## config.mk

```make
export PLATFORM = sky130hd
export DESIGN_NAME = sa_host_link
export DESIGN_NICKNAME = d
export VERILOG_FILES = /design/src/rtl/sa_pkg.sv /design/src/rtl/sa_host_buf.sv /design/src/rtl/sa_host_link.sv
export SDC_FILE = /design/constraint.sdc
export NUM_CORES = 1
export LEC_CHECK = 0
export BUFFER_PORTS_ARGS = -buffer_cell sky130_fd_sc_hd__buf_4
export CORE_UTILIZATION = 35
export DETAILED_ROUTE_END_ITERATION = 10
export SYNTH_ARGS = -nofsm -noshare
export SYNTH_HDL_FRONTEND = slang
export SYNTH_SLANG_ARGS = --single-unit
```

## constraint.sdc

```tcl
create_clock -name clk_p -period 8.1 [get_ports clk_p]
set_clock_uncertainty 0.15 [all_clocks]
set_input_delay 1.215 -clock clk_p [delete_from_list [all_inputs] [get_ports clk_p]]
set_output_delay 1.215 -clock clk_p [all_outputs]
set_load 0.03 [all_outputs]
```

## src/rtl/sa_pkg.sv

```systemverilog
// Shared sizes, FSM state encoding and the array load-order mapping for sa_host_link.
package sa_pkg;

  localparam int N  = 4;
  localparam int DW = 8;
  localparam int NN = N * N;
  localparam int AW = $clog2(2 * NN);

  typedef enum logic [3:0] {
    IDLE, FILL, ARST, PRE, SHIFT, WAIT, CAP, DRAIN, ERR
  } state_e;

  // Buffer address of the k-th byte the array expects: A rows reversed, then B columns reversed.
  function automatic logic [AW-1:0] load_idx(input logic [AW-1:0] k);
    int unsigned kk, m, i, j;
    kk = 32'(k);
    if (kk < NN) begin
      i = kk / N;
      j = kk % N;
      return AW'(i * N + (N - 1 - j));
    end
    m = kk - NN;
    i = m / N;
    j = m % N;
    return AW'(NN + (N - 1 - j) * N + i);
  endfunction

endpackage

```

## src/rtl/sa_host_buf.sv

```systemverilog
// A/B staging register file: one synchronous write port, one asynchronous read port.
module sa_host_buf
  import sa_pkg::*;
(
  input  logic          clk_p,
  input  logic          we_i,
  input  logic [AW-1:0] waddr_i,
  input  logic [DW-1:0] wdata_i,
  input  logic [AW-1:0] raddr_i,
  output logic [DW-1:0] rdata_o
);

  logic [DW-1:0] mem_q [2*NN];

  always_ff @(posedge clk_p) begin
    if (we_i) mem_q[waddr_i] <= wdata_i;
  end

  assign rdata_o = mem_q[raddr_i];

endmodule

```

## src/rtl/sa_host_link.sv

```systemverilog
// Host-side front end for systolic_array: buffers A/B, sequences reset and the
// byte-serial load, then captures C on ack and returns it as a ready/valid stream.
module sa_host_link
  import sa_pkg::*;
#(
  parameter int RST_CYC = 2,
  parameter int TIMEOUT = 256
) (
  input  logic          clk_p,
  input  logic          rst_p,
  input  logic          wr_valid,
  output logic          wr_ready,
  input  logic [DW-1:0] wr_data,
  output logic          rd_valid,
  input  logic          rd_ready,
  output logic [DW-1:0] rd_data,
  output logic          busy,
  output logic          err,
  output logic          sa_rstn,
  output logic          sa_en,
  output logic [DW-1:0] sa_shift_in,
  input  logic [DW-1:0] sa_shift_out,
  input  logic          sa_ack
);

  localparam int CW = $clog2(NN);
  localparam int TW = $clog2(TIMEOUT + 1);
  localparam logic [AW-1:0] LAST_K = AW'(2 * NN - 1);
  localparam logic [AW-1:0] LAST_R = AW'(RST_CYC - 1);
  localparam logic [CW-1:0] LAST_C = CW'(NN - 1);
  localparam logic [TW-1:0] LAST_T = TW'(TIMEOUT - 1);

  state_e        state_q, state_d;
  logic [AW-1:0] ptr_q, ptr_d, raddr;
  logic [CW-1:0] cnt_q, cnt_d, rptr_q, rptr_d;
  logic [TW-1:0] tmo_q, tmo_d;
  logic [DW-1:0] res_q [NN];
  logic [DW-1:0] buf_rdata, rd_data_q, sa_shift_in_q;
  logic          wr_fire, rd_fire, buf_we, cap;
  logic          wr_ready_q, rd_valid_q, busy_q, err_q, sa_rstn_q, sa_en_q;

  assign wr_fire = wr_valid & wr_ready_q;
  assign rd_fire = rd_valid_q & rd_ready;
  assign raddr   = load_idx(ptr_d);

  sa_host_buf u_buf (
    .clk_p   (clk_p),
    .we_i    (buf_we),
    .waddr_i (ptr_q),
    .wdata_i (wr_data),
    .raddr_i (raddr),
    .rdata_o (buf_rdata)
  );

  // ptr_q is shared: fill address, reset-hold count, then shift index k.
  always_comb begin
    state_d = state_q;
    ptr_d   = ptr_q;
    cnt_d   = cnt_q;
    rptr_d  = rptr_q;
    tmo_d   = tmo_q;
    buf_we  = 1'b0;
    cap     = 1'b0;
    unique case (state_q)
      IDLE: if (wr_fire) begin
        buf_we  = 1'b1;
        ptr_d   = ptr_q + 1'b1;
        state_d = FILL;
      end
      FILL: if (wr_fire) begin
        buf_we = 1'b1;
        if (ptr_q == LAST_K) begin
          ptr_d   = '0;
          state_d = ARST;
        end else begin
          ptr_d = ptr_q + 1'b1;
        end
      end
      ARST: if (ptr_q == LAST_R) begin
        ptr_d   = '0;
        state_d = PRE;
      end else begin
        ptr_d = ptr_q + 1'b1;
      end
      PRE: state_d = SHIFT;
      SHIFT: if (ptr_q == LAST_K) begin
        ptr_d   = '0;
        state_d = WAIT;
      end else begin
        ptr_d = ptr_q + 1'b1;
      end
      WAIT: if (sa_ack) begin
        cap     = 1'b1;
        cnt_d   = cnt_q + 1'b1;
        tmo_d   = '0;
        state_d = CAP;
      end else if (tmo_q == LAST_T) begin
        tmo_d   = '0;
        state_d = ERR;
      end else begin
        tmo_d = tmo_q + 1'b1;
      end
      CAP: if (sa_ack) begin
        cap = 1'b1;
        if (cnt_q == LAST_C) begin
          cnt_d   = '0;
          state_d = DRAIN;
        end else begin
          cnt_d = cnt_q + 1'b1;
        end
      end
      DRAIN: if (rd_fire) begin
        if (rptr_q == LAST_C) begin
          rptr_d  = '0;
          state_d = IDLE;
        end else begin
          rptr_d = rptr_q + 1'b1;
        end
      end
      ERR:     state_d = ERR;
      default: state_d = IDLE;
    endcase
  end

  // Outputs are registered from the next state so they line up with state_q.
  always_ff @(posedge clk_p) begin
    if (rst_p) begin
      state_q       <= IDLE;
      ptr_q         <= '0;
      cnt_q         <= '0;
      rptr_q        <= '0;
      tmo_q         <= '0;
      wr_ready_q    <= 1'b0;
      rd_valid_q    <= 1'b0;
      busy_q        <= 1'b0;
      err_q         <= 1'b0;
      sa_rstn_q     <= 1'b0;
      sa_en_q       <= 1'b0;
      rd_data_q     <= '0;
      sa_shift_in_q <= '0;
    end else begin
      state_q       <= state_d;
      ptr_q         <= ptr_d;
      cnt_q         <= cnt_d;
      rptr_q        <= rptr_d;
      tmo_q         <= tmo_d;
      wr_ready_q    <= (state_d == IDLE) || (state_d == FILL);
      rd_valid_q    <= (state_d == DRAIN);
      busy_q        <= !((state_d == IDLE) || (state_d == ERR));
      err_q         <= err_q | (state_d == ERR);
      sa_rstn_q     <= (state_d != ARST);
      sa_en_q       <= (state_d == PRE) || ((state_d == SHIFT) && (ptr_d != LAST_K));
      sa_shift_in_q <= (state_d == SHIFT) ? buf_rdata : '0;
      if (state_d == DRAIN) rd_data_q <= res_q[rptr_d];
    end
  end

  always_ff @(posedge clk_p) begin
    if (cap) res_q[cnt_q] <= sa_shift_out;
  end

  assign wr_ready    = wr_ready_q;
  assign rd_valid    = rd_valid_q;
  assign rd_data     = rd_data_q;
  assign busy        = busy_q;
  assign err         = err_q;
  assign sa_rstn     = sa_rstn_q;
  assign sa_en       = sa_en_q;
  assign sa_shift_in = sa_shift_in_q;

endmodule

```

; After elaboration in Yosys (flattened, before gate mapping)
; Memories as Yosys holds them, arrays and structs flattened. A register that Yosys moved wholly into a read port is not among the register bits.
; Index checks and enable logic that the tools add are counted.
[classes]
n_addsub = 10
n_lt_le_gt_ge = 1
eq_ne = 22
mux = 37
bitwise = 4
reduce_logical = 12
[ops]
columns = operator, n
row1 = 2-to-1 mux 4 bit, 17
row2 = case mux 4 bit (9 select lines), 1
row3 = 2-to-1 mux 5 bit, 6
row4 = equality test 4 x 3 -> 1 bit (second input constant), 6
row5 = case mux 5 bit (4 select lines), 1
row6 = 2-to-1 mux 9 bit, 2
row7 = equality test 4 bit (second input constant), 4
row8 = equality test 4 x 2 -> 1 bit (second input constant), 3
row9 = adder 9 x 1 -> 9 bit (second input constant), 1
row10 = equality test 9 x 8 -> 1 bit (second input constant), 1
row11 = 2-to-1 mux 1 bit, 9
row12 = adder 4 x 1 -> 4 bit (second input constant), 2
row13 = equality test 4 x 1 -> 1 bit (second input constant), 2
row14 = logical NOT 4 bit, 2
row15 = case mux 4 bit (2 select lines), 1
row16 = OR reduction 2 bit, 3
row17 = subtractor 2 x 2 -> 3 bit (first input constant), 2
row18 = subtractor 5 x 5 -> 6 bit (second input constant), 1
row19 = adder 5 x 1 -> 5 bit (second input constant), 1
row20 = adder 5 x 3 -> 5 bit, 1
row21 = adder 5 x 4 -> 5 bit, 1
row22 = adder 5 bit (first input constant), 1
row23 = equality test 5 x 1 -> 1 bit (second input constant), 1
row24 = equality test 5 bit (second input constant), 1
row25 = other kinds (12), 16
[totals]
ff_bits = 32
ram_bits = 384
mem_count = 2
[mem_list]
columns = memory, depth, width, read_ports, rd_ports_with_merged_regs, wr, line_no
row1 = u_buf.mem_q, 32, 8, 1, 1, 1, sa_host_buf.sv:13  ; logic [DW-1:0] mem_q [2*NN];
row2 = res_q, 16, 8, 1, 1, 1, sa_host_link.sv:37  ; logic [DW-1:0] res_q [NN];

; Logic depth before layout (Yosys ltp)
; Gate-level depths: netlist of the first run.
[logic_depth]
word_depth = 9
mapped_depth = 15

; Cells and area by module
; A second synthesis of the first run with hierarchy kept.
[unflattened]
cells_unflattened = 1037
area_unflattened_um2 = 17337.9
[by_module_without_submodules]
columns = module, instances, cells_each, area_each_um2, seq_area_each_um2
row1 = sa_host_buf, 1, 409, 9893.2, 7687.4
row2 = sa_host_link, 1, 628, 7444.6, 4804.6

; Worst setup path before layout of the first run
; No wires, ideal clock.
[synth_timing]
path_kind = input -> register
startpoint = input rd_ready
endpoint = register rd_data_q[7], in the netlist rd_data[7], read port of res_q
setup_ns = 0.128
arrival_ns = 3.534
t_required_ns = 7.822
path_slack_ns = 4.288
path_stages = 8
path_buffers = 1
path_cell_list = nand2_1 -> nor2_1 -> mux2i_1 -> buf_2 -> mux4_2 -> mux4_2 -> mux2i_1 -> nor2_1
[synth_between]
elab_chain_cells = 4
[synth_rtl]
columns = element, line_no
row1 = from (decl), sa_host_link.sv:15  ; input logic rd_ready,
row2 = AND 1 bit (*), sa_host_link.sv:43  ; assign rd_fire = rd_valid_q & rd_ready;
row3 = 2-to-1 mux 4 bit, sa_host_link.sv:112  ; DRAIN: if (rd_fire) begin
row4 = case mux 4 bit (9 select lines), sa_host_link.sv:64  ; unique case (state_q)
row5 = equality test 4 x 3 -> 1 bit, sa_host_link.sv:154  ; if (state_d == DRAIN) rd_data_q <= res_q[rptr_d];
row6 = to (decl), sa_host_link.sv:38  ; logic [DW-1:0] buf_rdata, rd_data_q, sa_shift_in_q;
; Mark *: on every way between the ends. The rest lies on a longest branch, timed or not.
; A chain may end at the register's enable or synchronous reset.

; Final worst setup path of the first run
[layout_timing]
startpoint = register ptr_q[2]
endpoint = register sa_shift_in_q[5], in the netlist sa_shift_in[5], read port of u_buf.mem_q
[layout_between]
elab_chain_cells = 9
[layout_rtl]
columns = element, line_no
row1 = from (decl), sa_host_link.sv:34  ; logic [AW-1:0] ptr_q, ptr_d, raddr;
row2 = from (signal assigned), sa_host_link.sv:143  ; ptr_q <= ptr_d;
row3 = equality test 5 bit, "sa_host_link.sv:72, sa_host_link.sv:86"
row4 = 2-to-1 mux 5 bit, "sa_host_link.sv:72, sa_host_link.sv:86"
row5 = 2-to-1 mux 5 bit, sa_host_link.sv:70  ; FILL: if (wr_fire) begin
row6 = case mux 5 bit (4 select lines), sa_host_link.sv:64
row7 = subtractor 5 x 5 -> 6 bit, sa_pkg.sv:22  ; m = kk - NN;
row8 = subtractor 2 x 2 -> 3 bit, sa_pkg.sv:25  ; return AW'(NN + (N - 1 - j) * N + i);
row9 = adder 5 bit, sa_pkg.sv:25
row10 = adder 5 x 4 -> 5 bit, sa_pkg.sv:25
row11 = 2-to-1 mux 5 bit, sa_pkg.sv:22
row12 = to (decl), sa_host_link.sv:38
; Parallel ways exist; a longest one is shown, timed or not. The select of a mux whose other input is x is not followed.

==> results of run 1 <==
## per-stage QoR
step,util (%),setup slack [ns],instance area [um^2]
global route,40.07,2.854,20060
floorplan,-,4.288,17730
CTS,40.03,3.254,20040
global placement,37.30,3.049,18680
finish,40.07,3.165,20060
detailed placement,37.30,3.034,18680
## cell usage after synthesis, types with 3 or more instances
cell type  number  area, um^2
edfxtp_1      384       11530
nor2_1        104       390.4
mux2i_1        86       860.8
nand2_1        59       221.5
dfxtp_1        48       960.9
mux4_2         40       900.9
a21oi_1        37       185.2
a211oi_1       25       187.7
clkbuf_1       25       93.84
buf_2          19       95.09
nand3_1        19       95.09
o21ai_0        19       95.09
nor2b_1        16       100.1
nor3_1         15       75.07
nor3b_1        12       90.09
o221ai_1       12       105.1
and2_1         11       68.82
ha_1           11       137.6
nand4_1        10       62.56
o22a_1         10       87.58
a22oi_1         8       60.06
and3_1          8       50.05
buf_4           8       60.06
inv_1           8       30.03
or3_1           8       50.05
nand3b_1        7       52.55
o22ai_1         7       43.79
nand2b_1        5       31.28
nor4_1          5       31.28
or4_1           5       37.54
a211o_1         4       35.03
a221oi_1        4       35.03
a31oi_1         3       18.77
and4_1          3       26.28
buf_1           3       11.26
nand4b_1        3       26.28
o21a_1          3       22.52
o221a_2         3       33.78
o31ai_1         3       22.52
or4b_1          3       30.03
xor2_1          3       26.28
## final cells by class
class | instances | share of cell area (%)
clock inverter | 20 | 0.7733
timing repair buffer | 53 | 1.983
multi-input combinational | 631 | 24.61
tap | 672 | 4.191
inverter | 8 | 0.1497
clock buffer | 62 | 6.036
sequential | 432 | 62.26
## logic make-up (layout without fill, tap and decap cells)
| family | Yosys count | after routing |
|---|---|---|
| DFF | 432 | 432 |
| AOI/OAI and AO/OA | 178 | 178 |
| muxes | 127 | 127 |
| adders and majority gates | 12 | 12 |
| buffers and inverters | 67 | 143 |
| xor gates and xnor gates | 3 | 3 |
| and+or+nand+nor | 311 | 311 |
## power by group through the flow
| stage | registers [mW] | clock network [mW] | logic (mW) |
|---|---|---|---|
| 3_3_place_gp | 2.48 | 0 | 0.207 |
| 3_5_place_dp | 2.48 | 0 | 0.211 |
| 5_1_grt | 2.43 | 2.05 | 0.230 |
| 4_1_cts | 2.43 | 1.96 | 0.212 |
| 6_report | 2.43 | 1.92 | 0.212 |
| 2_1_floorplan | 2.48 | 0 | 0.136 |
## layer usage
layer | wire length [um] | share of wire (%) | global-route usage [%]
met4 | 1093 | 2.7 | 5.586
met3 | 2723 | 6.6 | 3.007
met2 | 19390 | 47 | 25.57
met5 | 0 | 0 | 0
met1 | 17910 | 44 | 22.42
## path summary, 6_finish.rpt
path                       startpoint                        end  cells after the start
setup / recovery  ptr_q[2]$_SDFF_PP0_  sa_shift_in[5]$_SDFF_PP0_                     12
hold / removal         err$_SDFF_PP0_             err$_SDFF_PP0_                      2
setup reg to reg  ptr_q[2]$_SDFF_PP0_  sa_shift_in[5]$_SDFF_PP0_                     12
hold reg to reg        err$_SDFF_PP0_             err$_SDFF_PP0_                      2
## registers in the layout (all words and copies together), names as in the netlist
register	flops
busy	1
rd_valid	1
tmo_q	9
sa_en	1
sa_rstn	1
u_buf.mem_q	256
wr_ready	1
sa_shift_in	8
res_q	128
rd_data	8
ptr_q	5
err	1
cnt_q	4
state_q	4
rptr_q	4
## critical path, cell delays in order (launching register included)
cell	delay, ns
dfxtp_1	0.82
and3_1	0.27
ha_1	0.26
and4_1	0.24
a222oi_1	0.12
o22a_2	0.30
a21oi_2	0.52
or2_2	0.21
buf_4	0.65
mux2i_1	0.27
mux2i_1	0.11
a211oi_1	0.62
nand4_1	0.16
==> results.yml, run 1 <==
flow_run:
  drv_cap: 0
synth:
  synth-xor-area-share_pct: 0.1482
  syn-cell-area_um2: 17730
  synth_area_per_cell_um2: 15.69
  synth_fp_nets: 1162
  async_reset_ff_share_pct: 0
  synth_seq_cells: 432
  ys_warn_count: 0
  ys_types: 87
  synth-main-ff-cell: "edfxtp_1"
  muxShareOfSynthArea_pct: 10.00
  synthSimpleGateAreaFrac_pct: 9.062
  synth_top_family_by_area: "multiplexers"
  synth_fa_ha_area_share_pct: 0.8399
  yosysSeqAreaShare_pct: 70.46
  synth-compound-area-share_pct: 7.523
  synth_edf_count: 384
  syn_inst: 1130
sta:
  timing.fmax_mhz: 202.6
  hold_viol: 0
  rsz0062_at_grt: "no"
  setup_violations: 0
  whs_ns: 0.3267
  finalSetupTns_ns: 0
  fin_crit_ns: 4.935
  slew_headroom_pct: 25.05
  min_period_over_period_pct: 60.93
  slew_violations: 0
  tightest_slew_ns: 1.120
floorplan:
  fp.dieArea_um2: 51560
  coreArea_um2: 50070
  start_util_pct: 35.41
  die_x_um: 227.1
  ios: 43
  rows: 82
  die_y_um: 227.1
clock_tree:
  cts_tree: "done"
  clockBufferDepth: 3
  cts.sinks: 432
  clock-root-buffer: "clkbuf_16"
  holdBufCountCts: 0
  htree_num_levels: 2
  cts_resized: 0
  clk_latency_ns: 0.56
  cts_buffers: 44
  cts_setup_buffers: 0
  clkSlewWorstSetupHoldPaths_ns: 0.06
detailed_routing:
  vias: 10130
  route.detailed.drc: 0
  wirelength_mm: 41.11
  ant_nets: 0
  viasPerCell: 5.394
  first_iter_violations: 965
  dr.pass1.iters: 6
  routedWlPerCell_um: 21.89
outcome:
  outcome: "completed"
cells_and_area:
  num_antenna_cells: 0
  finalNetCount: 1202
  nFillCells: 4642
  syn_to_final_growth_pct: 13.18
  multi_input_area_um2: 4937
  final_cell_mix: "edfxtp_1, nor2_1, mux2i_1"
  regArea_um2: 12490
  drive_gt1_share_pct: 15.84
  layout_commonest_cell: "edfxtp_1"
  layoutNonFillerInstCount: 1878
grt:
  grt_max_degree: 52
  overflow: 0
  grt_first_pass_wirelength_mm: 62.02
  antenna_found_initial: 1
  grt_use_total_pct: 16.19
  grt_pass1_vias: 9837
pwr:
  seqPwrFrac_pct: 53.2
  p_int_mw: 3.577
  pwr-share-clk_pct: 42.1
  swShare_pct: 21.70
  power_switching_mw: 0.9913
  finalPower_mw: 4.568
  p_comb_share_pct: 4.6
  p_leak_nw: 6.571
  peakVddDrop_uv: 127.1
  powerDensity_nw_per_um2: 227.7
place:
  port_buffers: 42
  place_congestion: 0.8407
  dp_hpwl_mm: 25.76
  dp.cells: 1795
critical_path:
  cp-start-kind: "flip-flop"
  cp_data_required_time_ns: 8.35
  arrival_ns: 5.19
  endpoint_kind: "flip-flop"
  rrSetupSlack_ns: 3.16
  cp_max_fo: 51
  path_class: "flip-flop to flip-flop"
min_path:
  hold_path.class: "flip-flop to flip-flop"
Note: power is estimated with default switching activity, not from simulation.
==> run 2, diff against run 1 <==
--- a/config.mk
+++ b/config.mk
@@ -5,6 +5,7 @@
 export SDC_FILE = /design/constraint.sdc
 export NUM_CORES = 1
 export LEC_CHECK = 0
+export ABC_AREA = 1
 export BUFFER_PORTS_ARGS = -buffer_cell sky130_fd_sc_hd__buf_4
 export CORE_UTILIZATION = 35
 export DETAILED_ROUTE_END_ITERATION = 10
==> constraint.sdc (replaced) <==
create_clock -name clk_p -period 4 [get_ports clk_p]
set_clock_uncertainty 0.15 [all_clocks]
set_input_delay 0.6 -clock clk_p [delete_from_list [all_inputs] [get_ports clk_p]]
set_output_delay 0.6 -clock clk_p [all_outputs]
set_load 0.03 [all_outputs]
==> run 2 against run 1 <==
- the flow now finishes with violations (DRC)
- combinational power rose to 2.9 times the previous value
- clock-buffer cell count up 4
- cell count up 35%
- via count up 29%
- sequential power up 100%
- utilization up 0.23 points
- maximum frequency up 41%
- worst hold slack worse by 0.12 ns
- die area up 6.4%
==> results.yml, run 2 <==
outcome:
  outcome: "finished, violations left"
  failed_checks: "DRC"
critical_path:
  endpoint: "sa_shift_in[2]$_SDFF_PP0_"
  r2r-end: "sa_shift_in[2]$_SDFF_PP0_"
  cp_max_fo: 32
  r2r_start: "ptr_q[0]$_SDFF_PP0_"
  reg2reg_depth: 18
  cp_data_required_time_ns: 4.36
  arrival_ns: 3.87
  cp-start-kind: "flip-flop"
  rrSetupSlack_ns: 0.49
  path_class: "flip-flop to flip-flop"
  endpoint_kind: "flip-flop"
  crit_start: "ptr_q[0]$_SDFF_PP0_"
sta:
  rsz0062_at_grt: "no"
  timing.fmax_mhz: 284.8
  min_period_over_period_pct: 87.79
  slew_headroom_pct: 38.78
  hold_viol: 0
  fin_crit_ns: 3.512
  setup_violations: 0
  finalSetupTns_ns: 0
  tightest_slew_ns: 0.9149
  slew_violations: 0
floorplan:
  ios: 43
  die_x_um: 234.2
  coreArea_um2: 52870
  start_util_pct: 35.70
  rows: 84
  fp.dieArea_um2: 54850
  die_y_um: 234.2
synth:
  synth_seq_cells: 432
  synth_area_per_cell_um2: 10.56
  ys_warn_count: 0
  ys_types: 40
  yosys-top-cells-area: "edfxtp_1, nand3_1, nand2_1, dfxtp_1, inv_1"
  async_reset_ff_share_pct: 0
  syn-cell-area_um2: 18870
  yosysMostFrequentCell: "edfxtp_1"
  synth_fp_nets: 1819
  synth_top_area_share_pct: 61.10
  synth-main-ff-cell: "edfxtp_1"
  synth_top_area_cell: "edfxtp_1"
  ys_top_cells_by_count: "edfxtp_1, nand3_1, nand2_1"
  yosysSeqAreaShare_pct: 66.19
  syn_inst: 1787
  synth_edf_count: 384
detailed_routing:
  route.detailed.drc: 6
  wirelength_mm: 47.32
  dr.pass1.iters: 8
  viasPerCell: 5.161
  vias: 13050
  routedWlPerCell_um: 18.72
  ant_nets: 0
  first_iter_violations: 1224
cells_and_area:
  nFillCells: 5039
  layout_commonest_cell: "edfxtp_1"
  fin_util_pct: 40.31
  final_area_um2: 21310
  largest_reg_flops: 256
  final_cell_mix: "edfxtp_1, nand3_1, nand2_1"
  syn_to_final_growth_pct: 12.91
  reg_top3: "u_buf.mem_q (256), res_q (128), tmo_q (9)"
  finalNetCount: 1834
  drive_gt1_share_pct: 8.537
  largest-register: "u_buf.mem_q"
place:
  port_buffers: 42
  place_area_um2: 19860
  dp_hpwl_mm: 28.55
  place_congestion: 0.8839
clock_tree:
  clock-root-buffer: "clkbuf_16"
  cts_resized: 0
  cts_setup_buffers: 0
  htree_num_levels: 2
  clkSlewWorstSetupHoldPaths_ns: 0.06
  holdBufCountCts: 0
  clk_latency_ns: 0.58
  cts_buffers: 46
  clockBufferDepth: 3
  cts.sinks: 432
  cts_tree: "done"
grt:
  overflow: 0
  grt_pass1_vias: 12580
  grt_first_pass_wirelength_mm: 73.24
  antenna_found_initial: 1
  grt_use_total_pct: 17.36
  grt_max_degree: 129
pwr:
  finalPower_mw: 9.647
  powerDensity_nw_per_um2: 452.8
  p_leak_nw: 8.055
  peakVddDrop_uv: 347.6
min_path:
  hold_path.class: "primary input to flip-flop"
flow_run:
  drv_cap: 0
[run 2: cell types whose count changed after synthesis, sizes merged, moves of 16 or more]
cell / delta
nor2b: -16
nand3b: +51
a211oi: -25
mux2i: -86
o211ai: +28
mux4: -40
buf: +34
nand2: +243
a21oi: +54
inv: +211
nand3: +284
o21ai: +64
[run 2: critical path: stages, from the launching register on]
cell and delay (ns):
dfxtp_1 0.43, ha_1 0.22, nand2_1 0.08, nor2_1 0.11, ha_1 0.15, inv_1 0.09, nand2_1 0.09, nand2_1 0.06
nand3_1 0.07, nand2_1 0.05, nor2_1 0.13, nand2_1 0.15, o21ai_2 0.62, inv_2 0.45, nand3_1 0.20, nand3_1 0.12
nand3_1 0.11, nand2_1 0.07, nor2_1 0.08
[run 2: per-stage QoR]
step,cells,setup slack (ns),hold slack [ns]
global placement,2442,0.6083,0.2891
CTS,2527,0.4751,0.1866
detailed placement,2442,0.5151,0.3016
floorplan,1787,1.377,0.2727
global route,2527,0.05738,0.1935
finish,2528,0.4885,0.2076
[run 2: cells by family after synthesis]
kind of cell	count (synthesis)	synth area share [%]
AOI/OAI and AO/OA	220	6.517
xor gates and xnor gates	3	0.1790
adders and majority gates	11	0.7293
buffers and inverters	316	6.802
DFF	432	66.19
and+or+nand+nor	805	19.58
[run 2: routing by layer]
| layer | part of all wire, % | GRT usage, % |
|---|---|---|
| met5 | 0 | 0 |
| met4 | 3.1 | 6.250 |
| met3 | 6.6 | 2.675 |
| met2 | 48 | 28.98 |
| met1 | 43 | 22.80 |
[run 2: cell type report]
cell class                      count  area (um^2)  area share [%]
Clock buffer                       66         1272           5.972
Sequential cell                   432        12490           58.63
Clock inverter                     19        170.2          0.7986
Multi-Input combinational cell   1039         5136           24.10
Timing Repair Buffer               63        548.0           2.572
Inverter                          220        825.8           3.876
Antenna cell                        1        2.502         0.01174
Tap cell                          688        860.8           4.040
[run 2: where the power goes]
| group | total [mW] | internal (mW) | switching [mW] |
|---|---|---|---|
| Sequential | 4.92 | 4.92 | 0.00586 |
| Clock | 4.10 | 2.30 | 1.80 |
| Combinational | 0.624 | 0.174 | 0.450 |
[run 2: worst min-delay path by stage]
stage,startpoint,end,slack (ns),cells after the start
6_report,sa_shift_out[4],res_q[6][4]$_DFFE_PP_,0.21,1
5_1_grt,sa_shift_out[4],res_q[4][4]$_DFFE_PP_,0.19,1
4_1_cts,sa_shift_out[4],res_q[4][4]$_DFFE_PP_,0.19,1
3_5_place_dp,tmo_q[8]$_SDFFE_PP0P_,tmo_q[8]$_SDFFE_PP0P_,0.30,2
3_3_place_gp,tmo_q[8]$_SDFFE_PP0P_,tmo_q[8]$_SDFFE_PP0P_,0.29,2
2_1_floorplan,tmo_q[8]$_SDFFE_PP0P_,tmo_q[8]$_SDFFE_PP0P_,0.27,2
